--- config.mk ---
export PLATFORM = sky130hd
export DESIGN_NAME = casez_pattern_decoder_flat
export DESIGN_NICKNAME = d
export VERILOG_FILES = /design/src/rtl/casez_pattern_decoder_if.sv /design/src/rtl/casez_pattern_decoder.sv /design/src/flat_wrapper.sv
export SDC_FILE = /design/constraint.sdc
export NUM_CORES = 1
export LEC_CHECK = 0
export ABC_AREA = 0
export CORE_AREA = 2 2 39 41
export DETAILED_ROUTE_END_ITERATION = 10
export DIE_AREA = 0 0 41 43
export SETUP_SLACK_MARGIN = 0.5
export SYNTH_ARGS = -nofsm -noshare
export SYNTH_HDL_FRONTEND = slang
export SYNTH_SLANG_ARGS = --single-unit
--- constraint.sdc ---
create_clock -name clk -period 3 [get_ports clk]
set_input_delay 0.75 -clock clk [delete_from_list [all_inputs] [get_ports clk]]
set_output_delay 0.75 -clock clk [all_outputs]
set_load 0.02 [all_outputs]
--- src/rtl/casez_pattern_decoder_if.sv ---
// Bus between a word source and casez_pattern_decoder: qualified 4-bit input word,
// registered class code with its flags, and the optional per-class hit counters.
interface casez_pattern_decoder_if #(
    parameter int CNT_W = 8
);
    logic             in_valid;
    logic [3:0]       in;
    logic [1:0]       out;
    logic             out_valid;
    logic             match;
    logic [CNT_W-1:0] hit_cnt_a;
    logic [CNT_W-1:0] hit_cnt_b;

    modport master (
        output in_valid, in,
        input  out, out_valid, match, hit_cnt_a, hit_cnt_b
    );

    modport slave (
        input  in_valid, in,
        output out, out_valid, match, hit_cnt_a, hit_cnt_b
    );
endinterface

--- src/rtl/casez_pattern_decoder.sv ---
// Registered 4-bit wildcard classifier: 1?00 -> 01, 01?? -> 10, otherwise 00.
// Optional saturating per-class hit counters are built when CASEZ_DECODER_HITCNT_EN is defined.
module casez_pattern_decoder #(
    parameter int CNT_W = 8
) (
    input  logic                   clk,
    input  logic                   rst,
    casez_pattern_decoder_if.slave bus
);

    typedef enum logic [1:0] {
        CLASS_NONE = 2'b00,
        CLASS_A    = 2'b01,
        CLASS_B    = 2'b10
    } class_e;

    class_e code;

    // NOTE: always_comb assigns a default first, so no path through the casez can infer a latch.
    always_comb begin
        code = CLASS_NONE;
        casez (bus.in)
            4'b1?00: code = CLASS_A;
            4'b01??: code = CLASS_B;
            default: code = CLASS_NONE;
        endcase
    end

    // NOTE: sequential state uses non-blocking assignments so every register samples pre-edge values.
    always_ff @(posedge clk) begin
        if (rst) begin
            bus.out       <= CLASS_NONE;
            bus.out_valid <= 1'b0;
            bus.match     <= 1'b0;
        end else begin
            bus.out_valid <= bus.in_valid;
            if (bus.in_valid) begin
                bus.out   <= code;
                bus.match <= (code != CLASS_NONE);
            end
        end
    end

`ifdef CASEZ_DECODER_HITCNT_EN
    localparam logic [CNT_W-1:0] CNT_MAX = '1;

    logic [CNT_W-1:0] cnt_a;
    logic [CNT_W-1:0] cnt_b;

    // Counters stick at all-ones rather than wrapping.
    always_ff @(posedge clk) begin
        if (rst) begin
            cnt_a <= '0;
            cnt_b <= '0;
        end else if (bus.in_valid) begin
            if (code == CLASS_A && cnt_a != CNT_MAX) cnt_a <= cnt_a + 1'b1;
            if (code == CLASS_B && cnt_b != CNT_MAX) cnt_b <= cnt_b + 1'b1;
        end
    end

    assign bus.hit_cnt_a = cnt_a;
    assign bus.hit_cnt_b = cnt_b;
`else
    assign bus.hit_cnt_a = '0;
    assign bus.hit_cnt_b = '0;
`endif

endmodule

--- src/flat_wrapper.sv ---
// flat-port wrapper written by rule: the top's interface ports become plain ports
module casez_pattern_decoder_flat 
#(
    parameter int CNT_W = 8
)
  (clk, rst, bus_in_valid, bus_in, bus_out, bus_out_valid, bus_match, bus_hit_cnt_a, bus_hit_cnt_b);
  casez_pattern_decoder_if #(.CNT_W(CNT_W)) bus_i ();
  input  logic clk;
  input  logic rst;
  input wire logic [$bits(bus_i.in_valid)-1:0] bus_in_valid;
  input wire logic [$bits(bus_i.in)-1:0] bus_in;
  output wire logic [$bits(bus_i.out)-1:0] bus_out;
  output wire logic [$bits(bus_i.out_valid)-1:0] bus_out_valid;
  output wire logic [$bits(bus_i.match)-1:0] bus_match;
  output wire logic [$bits(bus_i.hit_cnt_a)-1:0] bus_hit_cnt_a;
  output wire logic [$bits(bus_i.hit_cnt_b)-1:0] bus_hit_cnt_b;
  assign bus_i.in_valid = bus_in_valid;
  assign bus_i.in = bus_in;
  assign bus_out = bus_i.out;
  assign bus_out_valid = bus_i.out_valid;
  assign bus_match = bus_i.match;
  assign bus_hit_cnt_a = bus_i.hit_cnt_a;
  assign bus_hit_cnt_b = bus_i.hit_cnt_b;
  casez_pattern_decoder #(.CNT_W(CNT_W)) u_core (.clk(clk), .rst(rst), .bus(bus_i));
endmodule
# --- Yosys cells after proc, flatten, opt, wreduce, memory -nomap -nowiden ---
# Index checks and enable logic that the tools add are counted.
word_totals:
  ff_bits: 4
  in_bits: 7
  out_inout_bits: 20
  wordCells: 7
classes:
  n_eq_ne: 2
  mux: 1
  reduce_logical: 1
op_table:
  columns: ["cell", "count"]
  rows:
  - ["2-bit one-hot mux with 2 select lines", 1]
  - ["3-bit == test (second input constant)", 1]
  - ["2-bit by 1-bit == test with 1-bit output (second input constant)", 1]
  - ["2-bit nonzero test", 1]

# --- Logic depth before layout (Yosys ltp) ---
# Gate-level depths: netlist of the first run.
logic_depth:
  ltp_word: 3
  depth_mapped: 2

# --- Worst setup path before layout of the first run ---
# OpenSTA, ideal clock, no wires.
synth_path:
  path_type: "input -> register"
  from: "in bus_in[1]"
  to: "reg u_core.bus.match"
  setup_ps: 88
  arrival_ps: 1362
  required_time_ps: 2912
  slack_ps: 1550
  path_stages: 2
  cell_sequence: "or3b_1 > a311oi_2"
synth_via:
  elab_chain_len: 3
synth_rtl:
  columns: ["item", "line_no", "text"]
  rows:
  - ["start: declaration", "flat_wrapper.sv:11", "input wire logic [$bits(bus_i.in)-1:0] bus_in;"]
  - ["3-bit == test", "casez_pattern_decoder.sv:22", "casez (bus.in)"]
  - ["2-bit one-hot mux with 2 select lines", "casez_pattern_decoder.sv:22", null]
  - ["2-bit nonzero test", "casez_pattern_decoder.sv:39", "bus.match <= (code != CLASS_NONE);"]
  - ["end signal: assignment", "casez_pattern_decoder.sv:39", null]
  - ["end: declaration", "casez_pattern_decoder_if.sv:21", "output out, out_valid, match, hit_cnt_a, hit_cnt_b"]
# No other way between the ends.
# A chain may end at the register's enable or synchronous reset.

# --- Final worst setup path of the first run ---
layout_path:
  from: "reg u_core.bus.out[0]"
  to: "out bus_out[0]"
layout_lines:
  columns: ["item", "line_no", "text"]
  rows:
  - ["start: declaration", "casez_pattern_decoder_if.sv:21", null]
  - ["start signal: assignment", "casez_pattern_decoder.sv:38", "bus.out <= code;"]
  - ["end: declaration", "flat_wrapper.sv:12", "output wire logic [$bits(bus_i.out)-1:0] bus_out;"]
# No word-level cell between the ends.

==> results of run 1 <==
## per-stage QoR
step	total power [W]	std cells	cell area [sq um]	utilization	worst slack (ps)
2_1_floorplan	0.0000996	47	338	-	1550
3_3_place_gp	0.0000982	57	338	0.244	1050
3_5_place_dp	0.0000986	57	338	0.244	1030
4_1_cts	0.000167	60	360	0.260	1070
5_1_grt	0.000172	60	360	0.260	1050
6_report	0.000163	60	360	0.260	1090
## sequential cells by signal, indices dropped and copies added, names as in the netlist
signal,cells
u_core.bus.match,1
u_core.bus.out,2
u_core.bus.out_valid,1
## area by class of cell
type,instances,area share
multi-input cells,26,0.372
repair buffers,10,0.278
flip-flops and latches,4,0.222
clock buffers,3,0.0625
well taps,16,0.0556
inverters,1,0.0104
## worst min-delay path, delay by kind of cell (launching register included)
kind | cells | cell delay (ps)
flip-flops | 1 | 300
AO/OA/AOI/OAI | 1 | 60
AND/OR/NAND/NOR | 1 | 60
## worst max-delay path by stage
stage | end | depth (start not counted) | start
after floorplan | u_core.bus.match$_SDFFE_PP0P_ | 2 | bus_in[1]
after global placement | u_core.bus.match$_SDFFE_PP0P_ | 3 | bus_in[3]
after detailed placement | u_core.bus.match$_SDFFE_PP0P_ | 3 | bus_in[3]
after CTS | bus_out[0] | 1 | u_core.bus.out[0]$_SDFFE_PP0P_
after global routing | bus_out[0] | 1 | u_core.bus.out[0]$_SDFFE_PP0P_
final | bus_out[0] | 1 | u_core.bus.out[0]$_SDFFE_PP0P_
## synthesized netlist by cell type, drive strengths merged
library cell	count
a21oi	1
a311oi	1
buf	16
conb	1
dfxtp	4
inv	1
nand2b	4
nand3b	1
nor2	1
o22ai	1
or3b	1
## layout by cell type (no fill, tap or decap), drive strengths merged, types with 3 or more instances in the layout
cell type / Yosys / final
conb: 1 / 16
clkdlybuf4s50: 0 / 10
dfxtp: 4 / 4
nand2b: 4 / 4
clkbuf: 0 / 3
## routing by layer
| metal | track usage | routed length, microns | vias up |
|---|---|---|---|
| met1 | 0.0385 | 122 | 85 |
| met3 | 0 | 44 | 0 |
| li1 | - | - | 94 |
| met5 | 0 | 0 | - |
| met2 | 0.0719 | 227 | 13 |
| met4 | 0.120 | 0 | 0 |
## cell families (layout without fill, tap and decap cells)
group,after synthesis,count (layout)
buf+inv,17,14
simple gates,7,7
flops,4,4
compound gates,3,3
other cells,1,16
## power breakdown
group | switching (W) | total [W] | internal (W) | leakage, nW
Sequential | 0.000000968 | 0.0000570 | 0.0000560 | 0.0329
Combinational | 0.0000266 | 0.0000409 | 0.0000143 | 0.115
Clock | 0.0000207 | 0.0000653 | 0.0000447 | 0.0138
==> results.cfg, run 1 <==
[worst_setup_path]
required_ps = 2250
r2r_slack_ps = 2320
path_max_fanout = 2
r2r_end = u_core.bus.match$_SDFFE_PP0P_
critPathKind = register to output pin
crit_family = buffers and inverters
worstPathCellList = clkdlybuf4s50_1
critical-path-max-stage-delay_ps = 600
reg2regPathDepth = 2
crit_buf_inv = 1
start_kind = register
cp.arrival_ps = 1160
critPathSlowestCell = clkdlybuf4s50_1
end_kind = output pin
r2r-start = u_core.bus.match$_SDFFE_PP0P_

[job]
maxCapViolCount = 0

[routing]
num_vias = 192
viasPerCell = 3.20
drcViolationCount = 0
routedWlPerCell_microns = 6.58
first_pass_iters = 2
ant_nets = 0
drt_iter0_drc = 6
drt-total-wl_microns = 395

[clock_tree]
clkTransAtPathRegs_ps = 40
cts-buffers-inserted = 3
clock_latency_ps = 230
clockBufferDepth = 2
root_buffer = clkbuf_4
htreeDepth = 1
tritoncts = built
clock_sinks = 4
ctsResizeCount = 0
post_cts_buffers = 0
cts_hold_buf = 0

[synthesis]
synth_warnings = 0
ys_ff_latch = 4
synth_area_sq_um = 282
synthSimpleGateAreaFrac = 0.169
synth_compound_area_frac = 0.0933
ys_top_cells_by_area = buf_4 43%, dfxtp_1 28%, nand2b_1 6.7%, a311oi_2 5.3%, nand2b_2 3.1%
muxShareOfSynthArea = 0
synth.distinct_cells = 12
ys_seq_area_frac = 0.284
avgSynthCellArea_sq_um = 8.80
synth_largest_area_cell = buf_4
synthesis.instances = 32
synth_top_family_by_area = buffers and inverters
yosysTopAreaCellShare = 0.427
synth-xor-area-share = 0
synthAdderAreaFrac = 0

[global_route]
grt_max_degree = 7
grt_pass1_wl_microns = 545
grt_pass1_vias = 174
overflow = 0
antenna_found_initial = 0
grtUsageTotal = 0.0532

[placed_design]
numPortBuffers = 10
place.gp.congestion = 0.602
dpl.hpwl_microns = 340

[hold_path]
hp-start = u_core.bus.out[1]$_SDFFE_PP0P_
holdPathStages = 2
worst_hold_path.endpoint = u_core.bus.out[1]$_SDFFE_PP0P_
hold_path.class = register to register

[pwr]
leakage_nw = 0.162
p_per_area_nw_per_um2 = 453
irDropWorstVdd_mv = 0.0811

[sta]
whs_ps = 470
final_hold_viol_count = 0
tns_ps = 0
rsz0062_at_grt = false
finalSetupViolCount = 0
fmax_mhz = 524
report.final.slew_viol_count = 0
min_period_ps = 1910
fin_skew_ps = 0
fin_crit_sh = 0.636

[floorplan]
die_area_sq_um = 1760
row_count = 14
start_util = 0.203
core_area_sq_um = 1380
num_io_pins = 27
die_w_microns = 41
die_h_microns = 43

[cells_and_area]
syn_to_final_growth_pct = 28.0
regArea_sq_um = 80.1
multi_input_area_sq_um = 134
fillers = 166
nets = 53
diodes = 0
layout-drive-gt1-share = 0.114

[run_status]
outcome = completed
Note: power is estimated with default switching activity, not from simulation.
==> run 2, diff against run 1 <==
Clock period 3 ns to 1.85 ns, I/O delays scaled along.
==> results.cfg, run 2 (synthesis gave the netlist of run 1 again) <==
[run_status]
outcome = completed

[sta]
min_period_ps = 1310
report.final.slew_viol_count = 0
fmax_mhz = 763
finalSetupViolCount = 0
fin_skew_ps = 0
whs_ps = 469
rsz0062_at_grt = true
tns_ps = 0
fin_crit_sh = 0.708
final_hold_viol_count = 0

[worst_setup_path]
cp.arrival_ps = 850
end_kind = output pin
critPathSlowestCell = dfxtp_1
critPathKind = register to output pin
path_max_fanout = 2
critical-path-max-stage-delay_ps = 320
reg2regPathDepth = 2
crit_buf_inv = 1
worst-path-stages = 1
worstPathCellList = clkdlybuf4s15_1
start_kind = register
required_ps = 1390
crit_family = flip-flops

[routing]
num_vias = 186
routedWlPerCell_microns = 6.13
ant_nets = 0
drt-total-wl_microns = 368
drt_iter0_drc = 0
drcViolationCount = 0
first_pass_iters = 1
viasPerCell = 3.10

[placed_design]
place.gp.congestion = 0.601
dpl.hpwl_microns = 330
numPortBuffers = 10
place_area_sq_um = 338
place_inst = 57

[clock_tree]
cts_hold_buf = 0
clkTransAtPathRegs_ps = 40
tritoncts = built
cts-buffers-inserted = 3
root_buffer = clkbuf_4
clockBufferDepth = 2
htreeDepth = 1
clock_sinks = 4
clock_latency_ps = 230

[global_route]
overflow = 0
grtUsageTotal = 0.0461
grt_pass1_vias = 146
grt_max_degree = 7
antenna_found_initial = 0
grt_pass1_wl_microns = 483

[cells_and_area]
syn_to_final_growth_pct = 24.9
fillers = 159
final_cell_mix = 16 x conb_1, 4 x dfxtp_1
reg_top3 = u_core.bus.out: 2 flops, u_core.bus.match: 1 flops, u_core.bus.out_valid: 1 flops
diodes = 0
layout_commonest_cell = conb_1
nets = 53
finish.instance_area_sq_um = 352
largest_reg_flops = 2
top_register = u_core.bus.out
finalNonFillerCells = 60
layout-drive-gt1-share = 0.182

[floorplan]
core_area_sq_um = 1380
die_h_microns = 43
die_area_sq_um = 1760
row_count = 14
num_io_pins = 27
die_w_microns = 41
start_util = 0.203

[hold_path]
holdPathStages = 2
hold_path.class = register to register

[pwr]
p_per_area_nw_per_um2 = 735
leakage_nw = 0.181
irDropWorstVdd_mv = 0.146

[job]
maxCapViolCount = 0
[run 2: layout make-up]
cell class / count / area, sq um / share of cell area
timing repair buffer: 10 / 88.8 / 0.253
inverter: 1 / 3.75 / 0.0107
sequential: 4 / 80.1 / 0.228
clock buffer: 3 / 22.5 / 0.0641
multi-input combinational: 26 / 136 / 0.388
tap: 16 / 20.0 / 0.0569
[run 2: repair_timing]
action                                  CTS  global route
pin swaps                                 2             2
gates resized for setup                   9             4
endpoints found under the setup margin    5             4
setup buffers                             0             0
[run 2: worst paths after layout]
kind	from	endpoint	slack, ps
hold reg to reg	u_core.bus.out[1]$_SDFFE_PP0P_	u_core.bus.out[1]$_SDFFE_PP0P_	470
setup reg to reg	u_core.bus.match$_SDFFE_PP0P_	u_core.bus.match$_SDFFE_PP0P_	1180
hold / removal	u_core.bus.out[1]$_SDFFE_PP0P_	u_core.bus.out[1]$_SDFFE_PP0P_	470
setup / recovery	u_core.bus.out[0]$_SDFFE_PP0P_	bus_out[0]	540
[run 2: per-layer routing]
| layer | vias to the layer above | share of wire | global-route usage |
|---|---|---|---|
| met3 | 0 | 0.13 | 0 |
| met2 | 13 | 0.55 | 0.0594 |
| met4 | 0 | 0 | 0.100 |
| met5 | - | 0 | 0 |
| met1 | 78 | 0.32 | 0.0383 |
| li1 | 95 | - | - |
[run 2: power by group]
part	internal [W]	switching [W]	total (W)
Clock	0.0000723	0.0000319	0.000104
Sequential	0.0000908	0.00000143	0.0000923
Combinational	0.0000189	0.0000430	0.0000618
Total	0.000182	0.0000763	0.000258
[run 2: metrics by stage]
stage	total power, W	worst slack, ps	utilization
floorplan	0.000162	687	-
global placement	0.000159	183	0.244
detailed placement	0.000160	178	0.244
CTS	0.000267	491	0.259
global route	0.000274	491	0.254
finish	0.000258	539	0.254
==> run 3, diff against run 2 <==
Clock period 1.85 ns to 1.3 ns, I/O delays scaled along.
==> results.cfg, run 3 (synthesis gave the netlist of run 1 again) <==
[run_status]
outcome = completed

[global_route]
grt.busiest_layer = met2
grt_max_degree = 7
antenna_found_initial = 0
overflow = 0
grt_pass1_vias = 180
grtUsageMet1 = 0.0482
grtUsageTotal = 0.0673
grt_use_met3 = 0.0838
grt.met2_usage = 0.0938
grt_pass1_wl_microns = 696

[floorplan]
die_h_microns = 43
core_area_sq_um = 1380
die_area_sq_um = 1760
row_count = 14
num_io_pins = 27
start_util = 0.203
die_w_microns = 41

[placed_design]
dpl.hpwl_microns = 359
dp_slack_ps = -169
place_area_sq_um = 340
place.gp.congestion = 0.610
numPortBuffers = 10
place_inst = 57

[worst_setup_path]
path_max_fanout = 2
critical-path-max-stage-delay_ps = 310
r2r_slack_ps = 610
start_kind = register
critPathKind = register to output pin
cp.arrival_ps = 670
critPathSlowestCell = dfxtp_2
crit_buf_inv = 1
end_kind = output pin
worstPathCellList = buf_6
required_ps = 980
crit_family = flip-flops

[clock_tree]
tritoncts = built
cts-buffers-inserted = 3
htreeDepth = 1
clkTransAtPathRegs_ps = 40
root_buffer = clkbuf_4
clockBufferDepth = 2
cts_hold_buf = 0
clock_latency_ps = 230
clock_sinks = 4

[cells_and_area]
regArea_sq_um = 85.1
largest_reg_flops = 2
reg_top3 = u_core.bus.out: 2 flops, u_core.bus.match: 1 flops, u_core.bus.out_valid: 1 flops
nets = 55
top_register = u_core.bus.out
diodes = 0
finalNonFillerCells = 62
finish.instance_area_sq_um = 382
fillers = 151
layout-drive-gt1-share = 0.457
layout_commonest_cell = conb_1
final_cell_mix = 16 x conb_1, 6 x buf_6, 4 x dfxtp_2, 3 x nand2b_1, 3 x clkbuf_4
multi_input_area_sq_um = 143
syn_to_final_growth_pct = 35.6

[sta]
finalSetupViolCount = 0
tns_ps = 0
final_hold_viol_count = 0
report.final.slew_viol_count = 0
rsz0062_at_grt = true
whs_ps = 376
fmax_mhz = 1010
fin_crit_sh = 0.764
fin_skew_ps = 0
min_period_ps = 994
setup_ws_ps = 306

[pwr]
power_frac_comb = 0.252
p_int_w = 0.000266
seqPwrFrac = 0.351
p_sw_frac = 0.302
irDropWorstVdd_mv = 0.499
p_switching_w = 0.000115
leakage_nw = 0.193
p_per_area_nw_per_um2 = 998
power_frac_clock = 0.397

[routing]
drt-total-wl_microns = 447
drt_iter0_drc = 5
routedWlPerCell_microns = 7.21
first_pass_iters = 2
num_vias = 208
drcViolationCount = 0
ant_nets = 0
viasPerCell = 3.35

[hold_path]
hold_path.class = input pin to register

[job]
maxCapViolCount = 0
-- run 3: cell count changes in the layout (fill, tap and decap cells not counted), sizes merged --
cell           before  now
clkbuf              5    4
clkdlybuf4s15       1    0
clkdlybuf4s50       3    0
dlygate4sd2         3    2
dlymetal6s2s        1    0
buf                 0    9
-- run 3: layout make-up --
type | count | share of cell area
Sequential cell | 4 | 0.223
Tap cell | 16 | 0.0525
Timing Repair Buffer | 12 | 0.282
Clock buffer | 3 | 0.0590
Multi-Input combinational cell | 26 | 0.374
Inverter | 1 | 0.00984
-- run 3: final timing paths --
| kind | start | endpoint | cells past startpoint |
|---|---|---|---|
| setup / recovery | u_core.bus.out[0]$_SDFFE_PP0P_ | bus_out[0] | 1 |
| hold / removal | bus_in[3] | u_core.bus.out[1]$_SDFFE_PP0P_ | 3 |
| setup reg to reg | u_core.bus.out[0]$_SDFFE_PP0P_ | u_core.bus.out[0]$_SDFFE_PP0P_ | 3 |
| hold reg to reg | u_core.bus.out[1]$_SDFFE_PP0P_ | u_core.bus.out[1]$_SDFFE_PP0P_ | 2 |
-- run 3: per-stage QoR --
stage / total power (W) / utilization
2_1_floorplan: 0.000231 / -
3_3_place_gp: 0.000229 / 0.246
3_5_place_dp: 0.000229 / 0.246
4_1_cts: 0.000386 / 0.269
5_1_grt: 0.000409 / 0.276
6_report: 0.000381 / 0.276
-- run 3: layer usage --
layer / up-vias / wire length, microns
li1: 98 / -
met1: 87 / 157
met2: 23 / 190
met3: 0 / 99
met4: 0 / 0
met5: - / 0
-- run 3: power groups by stage --
stage               logic (W)  registers, W  clock network, W
detailed placement  0.0000959      0.000133                 0
global placement    0.0000953      0.000133                 0
finish              0.0000958      0.000134          0.000151
floorplan           0.0000904      0.000141                 0
CTS                 0.0000937      0.000134          0.000159
global route         0.000104      0.000134          0.000171
-- run 3: repair_timing --
| item | 4_1_cts | 5_1_grt |
|---|---|---|
| resized for setup | 43 | 3 |
| pin swaps | 2 | 1 |
| endpoints found under the setup margin | 8 | 7 |
| buffers inserted | 1 | 1 |
==> RTL change (flow settings as in run 1) <==
`CNT_W` is set to 8 in 3 places; all go to 12.
--- a/src/rtl/casez_pattern_decoder_if.sv
+++ b/src/rtl/casez_pattern_decoder_if.sv
@@ -3,3 +3,3 @@
 interface casez_pattern_decoder_if #(
-    parameter int CNT_W = 8
+    parameter int CNT_W = 12
 );
--- a/src/rtl/casez_pattern_decoder.sv
+++ b/src/rtl/casez_pattern_decoder.sv
@@ -3,3 +3,3 @@
 module casez_pattern_decoder #(
-    parameter int CNT_W = 8
+    parameter int CNT_W = 12
 ) (
--- a/src/flat_wrapper.sv
+++ b/src/flat_wrapper.sv
@@ -3,3 +3,3 @@
 #(
-    parameter int CNT_W = 8
+    parameter int CNT_W = 12
 )
Interface: changed (resized bus_hit_cnt_a and bus_hit_cnt_b); port bits go from 27 to 35. The function was not compared with the original's and may differ.
==> RTL change against run 1 <==
  * Worst hold slack improved by 0.0088 ns
  * Cell area grew 8.3%
  * Via count is 13% higher
  * Worst setup slack lost 0.0013 ns
  * Area after synthesis grew 21%
  * Power grew 7.2%
  * Routed wire length increased by 26%
  * Sequential cell count unchanged
  * Synthesized cell count rose by 25%
  * Count of clock-buffer cells in the layout unchanged
==> RTL change: results (changes against run 1) <==
| Metric | Value |
|---|---|
| #MultiIn Comb | `34 (+31%)` |
| Max layer used | `met4` |
| Share of layout cells above drive strength 1 | `0.0962 (-0.0175)` |
| Via count | `216 (+13%)` |
| M1 wire length | `162 um (+33%)` |
| Sequential fraction of total cell area | `0.205 (-0.0171)` |
| Largest net degree at the start of global routing | `7 (unchanged)` |
| Antenna violations before repair | `0 (unchanged)` |
| Post-Syn Instances | `40 (+25%)` |
| 1st-pass router iterations | `4 (+2)` |
| Vias per Instance | `3.18 (-0.74%)` |
| Skew-Pair Late Insertion Delay | `about 0.24 ns` |
| Fillers | `172 (+3.6%)` |
| Clock Skews | `0 ns (unchanged)` |
| FP Rows | `14 (unchanged)` |
| Hold Path Class | `reg2reg` |
| Outcome | `completed` |
| Net switching power | `0.0000599 W (+24%)` |
| Critical Path AT | `1.16 ns (about the same)` |
| Cts hold-fix bufs | `0 (unchanged)` |
| Fin area | `390 um^2 (+8.3%)` |
| Met3 WL | `100 um (+130%)` |
| Routed len/inst | `7.34 um (+11%)` |
| Top cells by area, synth | `buf_4 (53%), dfxtp_1 (23%), nand2b_1 (5.5%)` |
| Synth Area in Compound Gates | `0.0769 (-0.0164)` |
| VDD IR max | `0.0776 mV (-4.3%)` |
| Placer congestion estimate | `0.549 (-8.8%)` |
| First-pass GRT wire length | `614 um (+13%)` |
| Dpl cell area | `368 um^2 (+8.9%)` |
| Buffering overhead | `0.256 (-0.0214)` |
| Synth unique cells | `12 (unchanged)` |
| Leakage | `0.188 nW (+16%)` |
| Routing usage on met3 | `0.0157 (+0.0157)` |
| Setup WS pre-CTS | `1.02 ns (-0.0116 ns)` |
| M1 GR Usage | `0.0513 (+0.0128)` |
| M2 GR Usage | `0.0750 (+0.00313)` |
| Synth warnings | `0 (unchanged)` |
| Synth Area in XOR/XNOR | `0 (unchanged)` |
| DR iter-0 viols | `2 (-4)` |
| Diodes inserted | `0 (unchanged)` |
| CP max stage delay | `0.60 ns (about the same)` |
| DR WL met2 | `221 um (-2.6%)` |
| Worst-path clk slew | `0.04 ns (about the same)` |
| NumNets Final | `61 (+15%)` |
| Top post-synthesis cells by count | `buf_4 (24), dfxtp_1 (4), nand2b_1 (3)` |
| Adder-Cell Fraction of Synth Area | `0 (unchanged)` |
| Clock network area share | `0.0577 (-0.00481)` |
| CTS buffer count | `3 (unchanged)` |
| Clock Tree Buf Depth | `2 (unchanged)` |
| GRT Util Overall | `0.0582 (+0.00502)` |
| H-Tree Depth | `1 (unchanged)` |
| Post-synthesis sequential area ratio | `0.234 (-0.0500)` |
| Seq cells | `4 (unchanged)` |
| Placed Cells | `65 (+14%)` |
| Vias in the first global route | `166 (-4.6%)` |
| Detailed Place HPWL | `415 um (+22%)` |
| Fraction of area in multi-input gates | `0.420 (+0.0483)` |
RTL change: cell families (layout without fill, tap and decap cells):
family / after synthesis / count (layout)
and+or+nand+nor: 7 / 7
DFF: 4 / 4
other: 1 / 24
AOI/OAI and AO/OA: 3 / 3
buffers and inverters: 25 / 14
RTL change: power by group through the flow:
stage | clock network, W | logic (W) | registers, W
after detailed placement | 0 | 0.0000497 | 0.0000578
after global placement | 0 | 0.0000496 | 0.0000577
final | 0.0000680 | 0.0000501 | 0.0000569
after CTS | 0.0000716 | 0.0000498 | 0.0000569
after global routing | 0.0000735 | 0.0000534 | 0.0000571
after floorplan | 0 | 0.0000554 | 0.0000609
RTL change: worst paths after layout:
kind / startpoint / slack, ns / endpoint / cells after the start
worst max-delay path: u_core.bus.out[0] / 1.09 / bus_out[0] / 1
worst min-delay path: u_core.bus.out[1] / 0.48 / u_core.bus.out[1] / 2
worst max register to register: u_core.bus.match / 2.31 / u_core.bus.match / 2
worst min register to register: u_core.bus.out[1] / 0.48 / u_core.bus.out[1] / 2
